--- config.mk ---
export PLATFORM = sky130hd
export DESIGN_NAME = data_memory
export DESIGN_NICKNAME = d
export VERILOG_FILES = /design/src/rtl/data_memory.sv
export SDC_FILE = /design/constraint.sdc
export NUM_CORES = 2
export LEC_CHECK = 0
export CORE_UTILIZATION = 68
export CTS_CLUSTER_SIZE = 16
export DETAILED_ROUTE_END_ITERATION = 6
export GPL_ROUTABILITY_DRIVEN = 0
export PLACE_DENSITY = 0.85
export SYNTH_ARGS = -nofsm -noshare
export SYNTH_HDL_FRONTEND = slang
export SYNTH_SLANG_ARGS = --single-unit
export TNS_END_PERCENT = 100
--- constraint.sdc ---
create_clock -name clk -period 210.9 [get_ports clk]
set_input_delay 42.18 -clock clk [delete_from_list [all_inputs] [get_ports clk]]
set_output_delay 42.18 -clock clk [all_outputs]
set_load 0.005 [all_outputs]
--- src/rtl/data_memory.sv ---
`default_nettype none
// ============================================================================
// Module      : data_memory
// Description : Byte-addressable data memory and load/store unit for the
//               single-cycle RISC-V core. Little-endian B/H/W stores on the
//               rising edge; combinational sign/zero-extended loads;
//               misalignment and address/type fault detection with a sticky
//               error flag.
// Revision    : 1.0 - initial release
// ============================================================================
module data_memory #(
  parameter int DEPTH = 64
) (
  input  logic        clk,
  input  logic        reset,
  input  logic        MemWrite,
  input  logic        MemRead,
  input  logic [2:0]  Funct3,
  input  logic [31:0] Addr,
  input  logic [31:0] WriteData,
  output logic [31:0] ReadData,
  output logic        Misaligned,
  output logic        AddrFault,
  output logic        ErrSticky
);

  localparam int AW = $clog2(DEPTH);

  localparam logic [2:0] c_F3_B  = 3'b000;
  localparam logic [2:0] c_F3_H  = 3'b001;
  localparam logic [2:0] c_F3_W  = 3'b010;
  localparam logic [2:0] c_F3_BU = 3'b100;
  localparam logic [2:0] c_F3_HU = 3'b101;

  logic [31:0]   r_mem [DEPTH];
  logic          r_err_sticky;

  logic          w_access;
  logic          w_is_byte;
  logic          w_is_half;
  logic          w_is_word;
  logic          w_is_unsigned;
  logic          w_type_ok;
  logic          w_out_of_range;
  logic          w_fault;
  logic          w_we;
  logic [AW-1:0] w_idx;
  logic [1:0]    w_lane;
  logic [31:0]   w_word;
  logic [7:0]    w_byte;
  logic [15:0]   w_half;
  logic [31:0]   w_load;
  logic [3:0]    w_wmask;
  logic [31:0]   w_wdata;

  // Access classification and fault detection
  assign w_access       = MemRead | MemWrite;
  assign w_is_byte      = (Funct3 == c_F3_B) | (Funct3 == c_F3_BU);
  assign w_is_half      = (Funct3 == c_F3_H) | (Funct3 == c_F3_HU);
  assign w_is_word      = (Funct3 == c_F3_W);
  assign w_is_unsigned  = (Funct3 == c_F3_BU) | (Funct3 == c_F3_HU);
  assign w_type_ok      = w_is_byte | w_is_half | w_is_word;
  // Any address bit above the word index means the byte address is past the array
  assign w_out_of_range = |(Addr >> (AW + 2));

  // Unsigned variants have no store meaning, so they fault when a store is requested
  assign AddrFault  = w_access & (w_out_of_range | ~w_type_ok | (MemWrite & w_is_unsigned));
  assign Misaligned = w_access & ((w_is_half & Addr[0]) | (w_is_word & (Addr[1:0] != 2'b00)));
  assign w_fault    = Misaligned | AddrFault;
  assign w_we       = MemWrite & ~w_fault;

  assign w_idx  = Addr[AW+1:2];
  assign w_lane = Addr[1:0];
  assign w_word = r_mem[w_idx];
  assign w_byte = w_word[{w_lane, 3'b000} +: 8];
  assign w_half = w_lane[1] ? w_word[31:16] : w_word[15:0];

  // Load extension by access type; faulted or disabled loads return zero
  always_comb begin
    w_load = 32'h0;
    case (Funct3)
      c_F3_B:  w_load = {{24{w_byte[7]}}, w_byte};
      c_F3_BU: w_load = {24'h0, w_byte};
      c_F3_H:  w_load = {{16{w_half[15]}}, w_half};
      c_F3_HU: w_load = {16'h0, w_half};
      c_F3_W:  w_load = w_word;
      default: w_load = 32'h0;
    endcase
    ReadData = (MemRead & ~w_fault) ? w_load : 32'h0;
  end

  // Store lane mask and lane-replicated store data
  always_comb begin
    w_wmask = 4'b0000;
    w_wdata = WriteData;
    if (w_is_byte) begin
      w_wmask = 4'b0001 << w_lane;
      w_wdata = {4{WriteData[7:0]}};
    end else if (w_is_half) begin
      w_wmask = w_lane[1] ? 4'b1100 : 4'b0011;
      w_wdata = {2{WriteData[15:0]}};
    end else if (w_is_word) begin
      w_wmask = 4'b1111;
      w_wdata = WriteData;
    end
  end

  // Memory array: asynchronous clear, per-lane write on the rising edge
  always_ff @(posedge clk or posedge reset) begin
    if (reset) begin
      for (int i = 0; i < DEPTH; i++) begin
        r_mem[i] <= 32'h0;
      end
    end else if (w_we) begin
      for (int b = 0; b < 4; b++) begin
        if (w_wmask[b]) begin
          r_mem[w_idx][8*b +: 8] <= w_wdata[8*b +: 8];
        end
      end
    end
  end

  // Sticky error flag: latches any faulted access until reset
  always_ff @(posedge clk or posedge reset) begin
    if (reset) begin
      r_err_sticky <= 1'b0;
    end else if (w_fault) begin
      r_err_sticky <= 1'b1;
    end
  end

  assign ErrSticky = r_err_sticky;

endmodule
`default_nettype wire

==> summary.md <==
| Metric | Value |
|---|---|
| Die area | 137000 µm² |
| Post-synth top area share | 0.555 |
| Clock share of power | 0.448 |
| Die height | 371 µm |
| VDD IR max | 0.00865 mV |
| Number of antenna-violating nets in the routed design | 0 |
| Clock tree buffer depth | 3 |
| Achievable Freq | 11.0 MHz |
| Clock skew | 0 ps |
| # hold bufs at CTS | 0 |
| Vias in the first global route | 73.3k |
| Post-synthesis area per instance | 11.3 µm² |
| Syn Nets | 8230 |
| Largest area contributor in the netlist | dfrtp_1 |
| DR DRC count | 185 |
| Synth cell types | 78 |
| Synth Instances | 8159 |
| Final worst setup slack | 120290 ps |
| P_leak | 46.9 nW |
| Total gr overflow | 0 |
| Share of post-route cells with drive strength above 1 | 0.224 |
| Setup TNS | 0 ps |
| Worst path required time | 168720 ps |
| DP HPWL | 188000 µm |
| Fin. Hold Viols | 0 |
| CTS clk-pin slew, worst paths | 60 ps |
| Most common flop cell mapped by yosys | dfrtp_1 |
| Switching Share | 0.244 |
| Synthesized flop and latch total | 2049 |
| Critical Path Sink Type | primary output |
| Nature of the critical path startpoint | input port |
| Largest net degree at the start of global routing | 180 |
| Initial drt markers | 12.7k |
| Maxcap violations | 7 |
| First-pass GRT wire length | 467000 µm |
| Core outline area | 134000 µm² |
| WP data arrival | 48430 ps |
| Cells after DPL | 9518 |
| RSZ-0062 raised after global routing | false |
| Final Setup Violations | 0 |
| Worst Tran Pin Value | 1650 ps |
| Ports | 106 |
| DP Area | 94800 µm² |
| Die width | 371 µm |
| Ranking of synthesized cells by area | dfrtp_1, mux2_2, o21ai_0 |
| Layout Utilization | 0.755 |
| Internal power | 0.599 mW |
| Ratio of final minimum period to clock period | 0.430 |
| Critical setup path kind | in2out |
| Nets | 8022 |
| Detailed Route WL | 316000 µm |
| Most frequent cells after synthesis | dfrtp_1, mux2_2, nand2_1, nor2_1, o21ai_0 |
| Max-slew headroom | -0.106 |
| TritonCTS buffer count | 199 |
| Post_cts resized | 0 |
| Status | complete, but fails checks |
| GRT Total Usage | 0.458 |
| H-tree depth | 4 |
| Post-CTS Setup Bufs | 0 |
| Sequential power share | 0.496 |
| YS warnings | 0 |
| Initial DRT Pass Iterations | 7 |
| Design area | 101000 µm² |
| CTS tree | built |
| Initial antenna violation count | 30 |
| Post-synthesis sequential area ratio | 0.555 |
| Port Buffers | 105 |
| Post-synth ARST share | 1.00 |
| Max Slew Vio Count | 23 |
| Layout area overhead | 9.55% |
| Fill count | 7961 |
| Worst skew pair latency | 850 ps |
| Hold crit path type | reg2reg |
| CP max FO | 98 |
| Number of synthesized flops with an enable pin | 0 |
| Initial Util | 0.689 |
| Post-Place Setup Slack | 120960 ps |
| WL/cell | 32.0 µm |
| NetSw | 0.194 mW |
| # rows | 134 |
| Vias per inst | 7.60 |
| Vias post-DR | 75.1k |
| Count leader, synth | dfrtp_1 |
| Tmin final | 90610 ps |
| Cell Pwr Density | 7.83 nW/µm² |
| Failing checks | DRC, capacitance limit, slew limit |
| CTS root buffer | clkbuf_16 |
| Combinational power share | 0.056 |
| Fin cells | 9885 |
| Clk sink count | 2049 |
| Cell Area, Synth | 92400 µm² |
## power groups by stage
stage / Clock (mW) / Sequential (mW) / Combinational, mW
after CTS: 0.353 / 0.393 / 0.0419
after floorplan: 0 / 0.402 / 0.0241
after global routing: 0.369 / 0.393 / 0.0453
after global placement: 0 / 0.400 / 0.0410
final: 0.355 / 0.393 / 0.0446
after detailed placement: 0 / 0.400 / 0.0416
## flip-flops by register name, indices dropped and copies added, names as in the netlist
name	flops
ErrSticky	1
r_mem	2048
## per-stage QoR
stage               power [mW]  hold WS, ps
finish                   0.792          477
global route             0.807          495
CTS                      0.788          476
detailed placement       0.442          462
global placement         0.441          453
floorplan                0.426          441
## per-layer routing
metal	share of wire	global-route usage	routed length [µm]	vias to the layer above
li1	-	-	-	29500
met1	0.34	0.559	106000	37300
met2	0.41	0.628	129000	6467
met3	0.17	0.234	53100	1881
met4	0.083	0.317	26300	40
met5	0.0024	0.0269	770	-
## cell type report
cell class / count / area, µm² / share of cell area
antenna: 16 / 40.0 / 0.000395
clock buffer: 303 / 5860 / 0.0579
clock inverter: 48 / 542 / 0.00535
inverter: 71 / 274 / 0.00271
multi-input combinational: 5315 / 38300 / 0.378
sequential: 2049 / 51300 / 0.506
tap: 1768 / 2210 / 0.0219
timing repair buffer: 315 / 2720 / 0.0269
## worst max-delay path: stages
cell             delay (ps)
buf_8                   400
buf_4                   710
buf_4                   710
and3b_4                 400
buf_12                  340
a221oi_1                510
a31oi_1                 340
or3_1                   520
o41ai_2                1310
a31oi_1                 270
clkdlybuf4s50_1         530
## final timing paths
check                             from           to  slack, ps  cells after the start
hold / removal             r_mem[1676]  r_mem[1676]        480                      2
hold reg to reg            r_mem[1676]  r_mem[1676]        480                      2
max in group asynchronous        reset   r_mem[834]     163430                      8
setup reg to reg           r_mem[1124]  r_mem[1124]     210040                      1
min in group asynchronous        reset  r_mem[1011]      41860                      2
setup / recovery               Addr[3]  ReadData[5]     120290                     11
## cells by family after synthesis
group	share of synthesized area
AO/OA/AOI/OAI	0.143
flip-flops	0.555
AND/OR/NAND/NOR	0.109
multiplexers	0.156
buffers and inverters	0.0362
## cell usage in the layout, fill, tap and decap left out, drive strengths merged, types with 18 or more instances in the layout
| cell | count |
|---|---|
| o31ai | 22 |
| buf | 222 |
| a221oi | 76 |
| clkdlybuf4s50 | 93 |
| nand4b | 120 |
| inv | 79 |
| dfrtp | 2049 |
| and4b | 29 |
| and3 | 18 |
| nand3 | 112 |
| or4b | 35 |
| o21ai | 563 |
| nor4b | 19 |
| o22ai | 40 |
| nand2 | 713 |
| a22o | 230 |
| o211ai | 23 |
| o2111ai | 70 |
| nor3 | 58 |
| clkinv | 31 |
| clkbuf | 303 |
| nand4 | 89 |
| mux4 | 45 |
| a21oi | 550 |
| mux2i | 132 |
| nor2 | 617 |
| a2111oi | 23 |
| mux2 | 1074 |
| nor4 | 80 |
| a22oi | 340 |
| a31oi | 50 |
Power figures use the tool's default switching activity.
